### src/rtl/stopwatch_pkg.sv
`default_nettype none
// ============================================================================
// Module      : stopwatch_pkg
// Description : Shared types, digit positions and 7-segment patterns for the
//               MM:SS stopwatch display controller.
// Revision    : 1.0 - initial release
// ============================================================================
package stopwatch_pkg;

    // One BCD digit and one display scan position
    typedef logic [3:0] bcd_t;
    typedef logic [1:0] scan_idx_t;

    // Run/pause state of the counter
    typedef enum logic [0:0] {
        ST_RUN   = 1'b0,
        ST_PAUSE = 1'b1
    } run_state_t;

    // Digit positions on the display, an[0] is the rightmost digit
    localparam scan_idx_t C_POS_SEC_ONES = 2'd0;
    localparam scan_idx_t C_POS_SEC_TENS = 2'd1;
    localparam scan_idx_t C_POS_MIN_ONES = 2'd2;
    localparam scan_idx_t C_POS_MIN_TENS = 2'd3;

    // Active-high segment patterns, bit order {g,f,e,d,c,b,a}
    localparam logic [6:0] C_SEG_0     = 7'h3F;
    localparam logic [6:0] C_SEG_1     = 7'h06;
    localparam logic [6:0] C_SEG_2     = 7'h5B;
    localparam logic [6:0] C_SEG_3     = 7'h4F;
    localparam logic [6:0] C_SEG_4     = 7'h66;
    localparam logic [6:0] C_SEG_5     = 7'h6D;
    localparam logic [6:0] C_SEG_6     = 7'h7D;
    localparam logic [6:0] C_SEG_7     = 7'h07;
    localparam logic [6:0] C_SEG_8     = 7'h7F;
    localparam logic [6:0] C_SEG_9     = 7'h6F;
    localparam logic [6:0] C_SEG_DASH  = 7'h40;
    localparam logic [6:0] C_SEG_BLANK = 7'h00;

    // Digit to active-high pattern; anything above 9 shows a dash
    function automatic logic [6:0] seg_decode(input bcd_t digit);
        logic [6:0] pattern;
        case (digit)
            4'd0:    pattern = C_SEG_0;
            4'd1:    pattern = C_SEG_1;
            4'd2:    pattern = C_SEG_2;
            4'd3:    pattern = C_SEG_3;
            4'd4:    pattern = C_SEG_4;
            4'd5:    pattern = C_SEG_5;
            4'd6:    pattern = C_SEG_6;
            4'd7:    pattern = C_SEG_7;
            4'd8:    pattern = C_SEG_8;
            4'd9:    pattern = C_SEG_9;
            default: pattern = C_SEG_DASH;
        endcase
        return pattern;
    endfunction

endpackage
`default_nettype wire

### src/rtl/stopwatch_display_ctrl_strobe_gen.sv
`default_nettype none
// ============================================================================
// Module      : strobe_gen
// Description : Clock-enable strobe divider. Emits a one-cycle tick each time
//               the count reaches DIV-1; the count holds while en is low.
// Revision    : 1.0 - initial release
// ============================================================================
module strobe_gen #(
    parameter int DIV = 2
) (
    input  logic clk,
    input  logic rst_n,
    input  logic en,
    input  logic clr,
    output logic tick
);

    localparam int               CNT_W  = (DIV > 1) ? $clog2(DIV) : 1;
    localparam logic [CNT_W-1:0] C_LAST = CNT_W'(DIV - 1);

    generate
        if (DIV < 1) begin : g_bad_div
            $error("strobe_gen: DIV must be at least 1");
        end
    endgenerate

    logic [CNT_W-1:0] count_q;
    logic [CNT_W-1:0] count_d;
    logic             at_last;

    assign at_last = (count_q == C_LAST);
    assign tick    = en & at_last;

    // Next count: clear wins, otherwise advance and wrap while enabled
    always_comb begin
        count_d = count_q;
        if (clr) begin
            count_d = '0;
        end else if (en) begin
            count_d = at_last ? '0 : count_q + 1'b1;
        end
    end

    // Divider count register
    always_ff @(posedge clk or negedge rst_n) begin
        if (!rst_n) begin
            count_q <= '0;
        end else begin
            count_q <= count_d;
        end
    end

endmodule
`default_nettype wire

### src/rtl/stopwatch_display_ctrl.sv
`default_nettype none
// ============================================================================
// Module      : stopwatch_display_ctrl
// Description : MM:SS stopwatch with run/pause, clear, per-field adjust with
//               blinking and a multiplexed 4-digit 7-segment driver.
// Revision    : 1.0 - initial release
// ============================================================================
module stopwatch_display_ctrl
    import stopwatch_pkg::*;
#(
    parameter int CLK_HZ         = 100_000_000,
    parameter int TICK_HZ        = 1,
    parameter int ADJ_HZ         = 2,
    parameter int BLINK_HZ       = 4,
    parameter int REFRESH_DIV    = 100_000,
    parameter int SEG_ACTIVE_LOW = 1
) (
    input  logic        clk,
    input  logic        rst_n,
    input  logic        pause_tgl,
    input  logic        clr,
    input  logic        adj,
    input  logic        sel,
    output logic [6:0]  seg,
    output logic        dp,
    output logic [3:0]  an,
    output logic [15:0] time_bcd,
    output logic        running
);

    localparam int   SEC_DIV   = CLK_HZ / TICK_HZ;
    localparam int   ADJ_DIV   = CLK_HZ / ADJ_HZ;
    localparam int   BLINK_DIV = CLK_HZ / (2 * BLINK_HZ);
    localparam logic C_INV     = (SEG_ACTIVE_LOW != 0);

    logic sec_tick;
    logic adj_tick;
    logic blink_tick;
    logic scan_tick;

    // The count-rate divider freezes during adjust so counting resumes from
    // where it left off; the adjust divider only runs while adjusting.
    strobe_gen #(.DIV(SEC_DIV)) u_sec_strobe (
        .clk(clk), .rst_n(rst_n), .en(~adj), .clr(clr), .tick(sec_tick)
    );
    strobe_gen #(.DIV(ADJ_DIV)) u_adj_strobe (
        .clk(clk), .rst_n(rst_n), .en(adj), .clr(clr), .tick(adj_tick)
    );
    strobe_gen #(.DIV(BLINK_DIV)) u_blink_strobe (
        .clk(clk), .rst_n(rst_n), .en(1'b1), .clr(1'b0), .tick(blink_tick)
    );
    strobe_gen #(.DIV(REFRESH_DIV)) u_scan_strobe (
        .clk(clk), .rst_n(rst_n), .en(1'b1), .clr(1'b0), .tick(scan_tick)
    );

    run_state_t state_q, state_d;
    bcd_t       sec_ones_q, sec_tens_q, min_ones_q, min_tens_q;
    bcd_t       sec_ones_d, sec_tens_d, min_ones_d, min_tens_d;
    logic       sec_at_59, sec_inc, min_inc;
    scan_idx_t  scan_idx_q, scan_idx_d;
    logic       blink_phase_q, blink_phase_d;
    logic [3:0] an_q, an_d;
    logic [6:0] seg_q, seg_d;
    logic       dp_q, dp_d;
    bcd_t       digit;
    logic       in_sec_field, blank;
    logic [6:0] pattern;

    // Run/pause next state and the running flag
    always_comb begin
        state_d = state_q;
        running = (state_q == ST_RUN);
        if (pause_tgl) begin
            state_d = (state_q == ST_RUN) ? ST_PAUSE : ST_RUN;
        end
    end

    // Run/pause state register
    always_ff @(posedge clk or negedge rst_n) begin
        if (!rst_n) begin
            state_q <= ST_RUN;
        end else begin
            state_q <= state_d;
        end
    end

    // Field increment requests; adj_tick only fires in adjust mode and
    // sec_tick only outside it, so the two sources never overlap. The tick
    // sees the pre-toggle run state.
    assign sec_at_59 = (sec_tens_q == 4'd5) && (sec_ones_q == 4'd9);
    assign sec_inc   = (adj_tick & sel) | (sec_tick & running);
    assign min_inc   = (adj_tick & ~sel) | (sec_tick & running & sec_at_59);

    // Next time value: clear first, then independent seconds/minutes wraps
    always_comb begin
        sec_ones_d = sec_ones_q;
        sec_tens_d = sec_tens_q;
        min_ones_d = min_ones_q;
        min_tens_d = min_tens_q;
        if (clr) begin
            sec_ones_d = '0;
            sec_tens_d = '0;
            min_ones_d = '0;
            min_tens_d = '0;
        end else begin
            if (sec_inc) begin
                if (sec_ones_q == 4'd9) begin
                    sec_ones_d = 4'd0;
                    sec_tens_d = (sec_tens_q == 4'd5) ? 4'd0 : sec_tens_q + 4'd1;
                end else begin
                    sec_ones_d = sec_ones_q + 4'd1;
                end
            end
            if (min_inc) begin
                if (min_ones_q == 4'd9) begin
                    min_ones_d = 4'd0;
                    min_tens_d = (min_tens_q == 4'd9) ? 4'd0 : min_tens_q + 4'd1;
                end else begin
                    min_ones_d = min_ones_q + 4'd1;
                end
            end
        end
    end

    // Scan position and blink phase stepping
    always_comb begin
        scan_idx_d    = scan_tick ? scan_idx_q + 2'd1 : scan_idx_q;
        blink_phase_d = blink_tick ? ~blink_phase_q : blink_phase_q;
    end

    // Pin values for the current scan position; an, seg and dp are computed
    // together so the registered pins always belong to the same digit.
    always_comb begin
        case (scan_idx_q)
            C_POS_SEC_ONES: digit = sec_ones_q;
            C_POS_SEC_TENS: digit = sec_tens_q;
            C_POS_MIN_ONES: digit = min_ones_q;
            default:        digit = min_tens_q;
        endcase
        in_sec_field = (scan_idx_q == C_POS_SEC_ONES) || (scan_idx_q == C_POS_SEC_TENS);
        blank        = adj && !blink_phase_q && (sel == in_sec_field);
        pattern      = blank ? C_SEG_BLANK : seg_decode(digit);
        seg_d        = pattern ^ {7{C_INV}};
        an_d         = (4'b0001 << scan_idx_q) ^ {4{C_INV}};
        dp_d         = (scan_idx_q == C_POS_MIN_ONES) ^ C_INV;
    end

    // Time, scan, blink and output pin registers
    always_ff @(posedge clk or negedge rst_n) begin
        if (!rst_n) begin
            sec_ones_q    <= '0;
            sec_tens_q    <= '0;
            min_ones_q    <= '0;
            min_tens_q    <= '0;
            scan_idx_q    <= '0;
            blink_phase_q <= 1'b1;
            an_q          <= {4{C_INV}};
            seg_q         <= {7{C_INV}};
            dp_q          <= C_INV;
        end else begin
            sec_ones_q    <= sec_ones_d;
            sec_tens_q    <= sec_tens_d;
            min_ones_q    <= min_ones_d;
            min_tens_q    <= min_tens_d;
            scan_idx_q    <= scan_idx_d;
            blink_phase_q <= blink_phase_d;
            an_q          <= an_d;
            seg_q         <= seg_d;
            dp_q          <= dp_d;
        end
    end

    assign seg      = seg_q;
    assign an       = an_q;
    assign dp       = dp_q;
    assign time_bcd = {min_tens_q, min_ones_q, sec_tens_q, sec_ones_q};

endmodule
`default_nettype wire

### config.mk
export PLATFORM = sky130hd
export DESIGN_NAME = stopwatch_display_ctrl
export DESIGN_NICKNAME = d
export VERILOG_FILES = /design/src/rtl/stopwatch_pkg.sv /design/src/rtl/stopwatch_display_ctrl_strobe_gen.sv /design/src/rtl/stopwatch_display_ctrl.sv
export SDC_FILE = /design/constraint.sdc
export NUM_CORES = 1
export LEC_CHECK = 0
export ABC_AREA = 1
export BUFFER_PORTS_ARGS = -buffer_cell sky130_fd_sc_hd__buf_2
export CAP_MARGIN = 20
export CORE_UTILIZATION = 26
export DETAILED_ROUTE_END_ITERATION = 16
export GPL_ROUTABILITY_DRIVEN = 0
export PLACE_DENSITY = 0.49
export SYNTH_ARGS = -nofsm -noshare
export SYNTH_HDL_FRONTEND = slang
export SYNTH_HIERARCHICAL = 1
export SYNTH_SLANG_ARGS = --single-unit
export TNS_END_PERCENT = 50
### constraint.sdc
create_clock -name clk -period 5 [get_ports clk]
set_clock_uncertainty 0.15 [all_clocks]
set_input_delay 1 -clock clk [delete_from_list [all_inputs] [get_ports clk]]
set_output_delay 1 -clock clk [all_outputs]
set_load 0.03 [all_outputs]
# Yosys cells after proc, flatten, opt, wreduce, memory -nomap -nowiden
# Memories as Yosys holds them, arrays and structs flattened.
# Index checks and enable logic that the tools add are counted.
word_totals:
  n_memories: 1
  elab_cells: 90
  mem_bits_ro: 112
  register_bits: 126
op_classes:
  shifts: 1
  reduce_logical: 13
  addsub: 9
  n_eq_ne: 12
  bitwise_logic: 15
  mux: 25
mem_list:
  columns: ["memory", "depth", "word_bits", "read_ports", "rd_clocked_by_memory_dff", "write_ports", "line", "source"]
  rows:
  - ["(name not given)", 16, 7, 1, 0, 0, "stopwatch_pkg.sv:43", "case (digit)"]
op_table:
  columns: ["op", "n"]
  rows:
  - ["27-bit two-way mux", 3]
  - ["26-bit two-way mux", 3]
  - ["4-bit two-way mux", 14]
  - ["27-bit by 1-bit adder with 27-bit output, second input constant", 1]
  - ["27-bit == test, second input constant", 1]
  - ["26-bit by 1-bit adder with 26-bit output, second input constant", 1]
  - ["26-bit == test, second input constant", 1]
  - ["24-bit by 1-bit adder with 24-bit output, second input constant", 1]
  - ["24-bit == test, second input constant", 1]
  - ["24-bit two-way mux", 1]
  - ["17-bit by 1-bit adder with 17-bit output, second input constant", 1]
  - ["17-bit == test, second input constant", 1]
  - ["17-bit two-way mux", 1]
  - ["4-bit by 1-bit adder with 4-bit output, second input constant", 4]
  - ["4-bit == test, second input constant", 3]
  - ["4-bit case mux with 3 select lines", 1]
  - ["2-bit nonzero test", 5]
  - ["7-bit two-way mux", 1]
  - ["7-bit inverter", 1]
  - ["1-bit bitwise AND", 6]
  - ["1-bit inverter", 5]
  - ["4-bit by 3-bit == test with 1-bit output, second input constant", 1]
  - ["4-bit inverter", 1]
  - ["2-bit AND reduction", 2]
  - ["other kinds (12)", 15]

# Depth between registers and ports, before layout
logic_depth:
  depth_word: 7
  depth_mapped: 15

# Hierarchy
# Netlist, hierarchy kept.
modules_own_cells:
  columns: ["mod", "area_each_um2", "seq_area_each_um2", "cells_each", "n_inst"]
  rows:
  - ["stopwatch_display_ctrl", 1858.0, 790.8, 231, 1]
  - ["strobe_gen at u_sec_strobe", 1701.6, 675.6, 257, 1]
  - ["strobe_gen at u_adj_strobe", 1687.9, 650.6, 246, 1]
  - ["strobe_gen at u_blink_strobe", 1595.3, 600.6, 244, 1]
  - ["strobe_gen at u_scan_strobe", 1193.6, 425.4, 176, 1]

# Worst setup path after synthesis
# Ideal clock, no wire load.
synth_timing:
  path_kind: "in2reg"
  startpoint: "input port adj"
  endpoint: "register min_tens_q[0]"
  setup_time_ns: 0.119
  required_time_ns: 4.731
  stages: 10
  arrival_ns: 1.940
  slack_ns: 2.791
  path_cell_list: "inv_1 -> inv_1 -> nor3_1 -> inv_1 -> nor2_1 -> nand3_1 -> nand2_2 -> nand2_4 -> nand2_1 -> o21ai_2"
synth_between:
  elab_chain_cells: 7
synth_lines:
  columns: ["element", "line", "source"]
  rows:
  - ["from (decl)", "stopwatch_display_ctrl.sv:22", "input logic adj,"]
  - ["1-bit inverter", "stopwatch_display_ctrl.sv:44", ".clk(clk), .rst_n(rst_n), .en(~adj), .clr(clr), .tick(sec_tick)"]
  - ["1-bit bitwise AND", "stopwatch_display_ctrl_strobe_gen.sv:32", "assign tick = en & at_last;"]
  - ["via sec_tick", "stopwatch_display_ctrl.sv:36", "logic sec_tick;"]
  - ["1-bit bitwise AND (2 in series)", "stopwatch_display_ctrl.sv:92", "assign min_inc = (adj_tick & ~sel) | (sec_tick & running & sec_at_59);"]
  - ["1-bit OR", "stopwatch_display_ctrl.sv:92", null]
  - ["2-bit nonzero test (no source line)", null, null]
  - ["2-bit AND reduction (no source line)", null, null]
  - ["to (signal assigned)", "stopwatch_display_ctrl.sv:164", "min_tens_q <= min_tens_d;"]
  - ["to (decl)", "stopwatch_display_ctrl.sv:57", "bcd_t sec_ones_q, sec_tens_q, min_ones_q, min_tens_q;"]
# The timed path passes the listed nets, and every way through them passes these cells.
# A chain may end at the register's enable or synchronous reset.

# Worst setup path in the final report
layout_timing:
  startpoint: "input port clr"
  endpoint: "register u_adj_strobe.count_q[24]"
layout_between:
  elab_chain_cells: 1
layout_lines:
  columns: ["element", "line", "source"]
  rows:
  - ["from (decl)", "stopwatch_display_ctrl.sv:21", "input logic clr,"]
  - ["26-bit two-way mux or 2-bit nonzero test (tied branches)", null, null]
  - ["to (signal assigned)", "stopwatch_display_ctrl_strobe_gen.sv:49", "count_q <= count_d;"]
  - ["to (decl)", "stopwatch_display_ctrl_strobe_gen.sv:27", "logic [CNT_W-1:0] count_q;"]
# Several ways; a longest one is shown, not always the timed one.

==> impl.org <==
** Clocking
- For this design, the sink count on the clock tree is between 100 and 150.
- Library cell used as clock root buffer :: sky130_fd_sc_hd__clkbuf_16
- The clock tree synthesis step divided the H-tree into 4 levels.
- Once the clock tree was built, the setup fixing pass inserted 0 buffers.
- Number of buffers inserted by hold repair at cts :: 0
- Clock-pin slew reported for the worst setup and hold paths after clock tree synthesis :: 60 ps
- Clock network latency to the later pin of the worst-skew pair :: 420 ps
- CTS tree :: yes
- Once the clock tree was built, the resizer swapped 0 gates to a different size.
- Buffers from clock root to sink, at most :: 2
- Clock tree synthesis inserted a total of 17 buffers.

** STA
- FMAX :: about 410 MHz
- The count of final max-slew check failures is 0.
- Setup Viol. Count Final :: 0
- Setup repair after global routing left no endpoint under its margin.
- Crit share post-route :: a little under 50%
- Measured against its own limit, the worst slew margin works out to 47.1%.
- Total negative slack :: 0 ps
- Transition time at the pin with the least slew margin :: between 700 and 800 ps
- The routed design could run at a clock period as short as 2470 ps.
- Hold Violations, Final :: 0

** Global routing
- The number of antenna violations at the first check in global routing came to 0.
- Gr ovfl total :: 0
- Met1 routing resource usage after global routing :: around 17%
- Global routing consumed, on the met2 layer, a little under a quarter of the routing resources.
- Entering global routing, the biggest net connects 78 pins.
- Across every metal layer, demand over resource in global routing totals 14.0%.
- met2 is the most crowded layer.
- Via count of the first global-routing pass :: 7136
- Global-route wire length before repair :: 35100 microns
- Met3 usage :: around 3.4%

** Placement
- Input and output buffers added on the ports amount to 34.
- Detailed placement ended at an HPWL of 15000 microns.
- Area post-placement :: 8700 sq um

** Logic synthesis
- Sequential share of the synthesized area :: between 30% and 40%
- Cell accounting for the most synthesized area :: sky130_fd_sc_hd__dfrtp_1
- Cell area after synthesis :: 8040 sq um
- Top cells by area, synth :: sky130_fd_sc_hd__dfrtp_1 35%, sky130_fd_sc_hd__nand2_1 14%, sky130_fd_sc_hd__nor2_1 9.4%
- The Yosys step of the flow raised 6 warnings.
- Post-synth EDFFs :: 0
- Async set-or-reset flop fraction in the synthesized netlist :: 100%
- Post-synthesis area per instance :: slightly below 7 sq um
- The share of synthesized area in the top cell type comes to between 30% and 40%.
- In the synthesized netlist, the number of instances is 1154.
- Cell variety after synth :: 46
- Most frequently used flop master after synthesis :: sky130_fd_sc_hd__dfrtp_1
- In this run, synthesis produced a sequential element count of 125.

** Setup path
- Kind of capture point of the worst setup path :: flip-flop
- Most repeated library cell on the critical path :: sky130_fd_sc_hd__nand2_1
- Top fanout value on the critical path :: 24
- Kind of cell adding the most delay to the critical path :: simple AND/OR/NAND/NOR gates
- The slowest stage of the critical path belongs to the cell sky130_fd_sc_hd__inv_1.
- STA classifies the critical path startpoint as an input pin.
- The critical path contains buffers and inverters numbering 2 combined.
- For this run, the slowest stage of the critical path takes 600 ps.
- The signal on the critical path passes through buf_2 -> nor2_1 -> inv_1 -> nand3_1 -> nor2_1 -> nand2_1 -> nand2_1 -> nand2_1 -> nor2_2.
- Crit path arrival time :: ~2700 ps
- At the worst endpoint, the required time is 5200 ps.
- The critical path is of the input pin to flip-flop type.
- The worst register-to-register path has a setup slack of about 2700 ps.

** Layout
- NumNets Final :: about 1200
- Final Core Density :: 30.6%
- Share of final-layout standard cells stronger than drive strength 1 :: 13.4%
- N_diodes :: 0
- Layout-stage area growth over the synthesis result :: 16.2%
- Fillcell total :: 3314
- The library cell used most frequently in the layout, excluding fill and tap cells, is sky130_fd_sc_hd__nand2_1.
- Leading cell types in the layout, fill and taps excluded :: 303 x sky130_fd_sc_hd__nand2_1, 201 x sky130_fd_sc_hd__nor2_1, 148 x sky130_fd_sc_hd__inv_1, 113 x sky130_fd_sc_hd__dfrtp_1, 110 x sky130_fd_sc_hd__nand3_1
- Design area :: about 9300 sq um

** Floorplanning
- Number of core rows :: 64
- Die area :: 31600 sq um
- In this run the vertical extent of the chip is about 180 microns.
- Initial standard-cell utilization of the core :: a little over a quarter
- Total I/O pin count :: 35
- Horizontal die dimension :: 178 microns
- The core region is between 30000 and 40000 sq um.

** Run status
- Result of the run :: complete, no violations

** Power
- Worst vdd rail ir drop :: 228 uV
- Static leakage :: 4.18 nW
- In this run the power density over the cells is 310 nW/um^2.

** Drt
- Vias per cell :: 4.42
- The first detailed-routing pass took 5 iterations.
- Starting DRC count in detailed routing :: 463
- For this block, the routed nets add up to just over 20000 microns of wire.
- Via count :: 7159
- Count of antenna-violating nets left after detailed routing :: 0
- Number of DRC violations after detailed routing :: 0
- In the final routed layout, each cell accounts on average for 12.5 microns.

** Run
- Number of maximum-capacitance violations :: 0

** Hold path
- Path class of the lowest-slack min-delay path :: flip-flop to flip-flop
power breakdown:
group	internal (W)	switching (W)	leakage, nW
Combinational	0.000112	0.000273	2.20
Sequential	0.00109	0.0000735	1.68
Clock	0.000886	0.000465	0.304
synth_stat cells (2+ instances only):
master	n
sky130_fd_sc_hd__a21boi_0	2
sky130_fd_sc_hd__a21oi_1	23
sky130_fd_sc_hd__buf_2	6
sky130_fd_sc_hd__buf_6	2
sky130_fd_sc_hd__clkbuf_1	2
sky130_fd_sc_hd__clkinv_4	2
sky130_fd_sc_hd__conb_1	2
sky130_fd_sc_hd__dfrtp_1	113
sky130_fd_sc_hd__dfstp_2	12
sky130_fd_sc_hd__ha_1	22
sky130_fd_sc_hd__inv_1	148
sky130_fd_sc_hd__inv_2	5
sky130_fd_sc_hd__nand2_1	303
sky130_fd_sc_hd__nand2_2	22
sky130_fd_sc_hd__nand2_4	4
sky130_fd_sc_hd__nand3_1	110
sky130_fd_sc_hd__nand4_1	33
sky130_fd_sc_hd__nor2_1	201
sky130_fd_sc_hd__nor2_2	34
sky130_fd_sc_hd__nor2_4	9
sky130_fd_sc_hd__nor3_1	18
sky130_fd_sc_hd__o21ai_0	24
sky130_fd_sc_hd__o21ai_1	4
sky130_fd_sc_hd__o21ai_2	3
sky130_fd_sc_hd__o21bai_1	2
sky130_fd_sc_hd__o22ai_1	4
sky130_fd_sc_hd__xnor2_1	2
sky130_fd_sc_hd__xor2_1	24
cell type report:
| type | count | area (sq um) | area share, % |
|---|---|---|---|
| Clock buffer | 22 | 484 | 5.18 |
| Clock inverter | 10 | 160 | 1.71 |
| Inverter | 156 | 598 | 6.40 |
| Multi-Input combinational cell | 875 | 4260 | 45.6 |
| Sequential cell | 125 | 3140 | 33.7 |
| Tap cell | 396 | 495 | 5.30 |
| Timing Repair Buffer | 37 | 199 | 2.13 |
worst paths after layout:
kind                                                start                                    to  depth (start not counted)
worst max-delay path                                  clr  u_adj_strobe/count_q[24]$_DFFE_PN0P_                          9
worst min-delay path            blink_phase_q$_DFFE_PN1P_             blink_phase_q$_DFFE_PN1P_                          1
worst max register to register  scan_idx_q[0]$_DFFE_PN0P_                      seg[5]$_DFF_PN1_                         11
worst min register to register  blink_phase_q$_DFFE_PN1P_             blink_phase_q$_DFFE_PN1P_                          1
max in group asynchronous                           rst_n             blink_phase_q$_DFFE_PN1P_                          2
min in group asynchronous                           rst_n  u_sec_strobe/count_q[16]$_DFFE_PN0P_                          1
stage by stage:
step                hold slack (ps)  setup slack [ps]  instances  power, W
finish                          377              2530       1621   0.00290
floorplan                       313              2790       1168   0.00144
global route                    386              2290       1621   0.00305
CTS                             379              2530       1621   0.00295
detailed placement              371              2090       1589   0.00157
global placement                371              2140       1589   0.00156
kinds of logic (layout without fill, tap and decap cells):
logic type      Yosys count  in the layout  synth area share, %
simple gates            742            742                 41.0
buf+inv                 168            225                 8.53
flops                   125            125                 39.1
fa+ha+maj                22             22                 3.43
compound gates           69             69                 4.98
other cells               2             16               0.0934
xor+xnor                 26             26                 2.83
sequential cells by signal, summed over array words and instances, names as in the netlist:
register / flops
seg: 7
sec_ones_q: 4
u_adj_strobe/count_q: 26
u_sec_strobe/count_q: 27
u_scan_strobe/count_q: 17
u_blink_strobe/count_q: 24
sec_tens_q: 4
scan_idx_q: 2
min_ones_q: 4
min_tens_q: 4
state_q: 1
an: 4
blink_phase_q: 1
per-layer routing:
layer | vias to the layer above | part of all wire (%)
met5 | - | 0
met4 | 0 | 1.7
met3 | 22 | 4.4
met2 | 99 | 48
met1 | 3308 | 46
li1 | 3730 | -
Power figures use the tool's default switching activity.
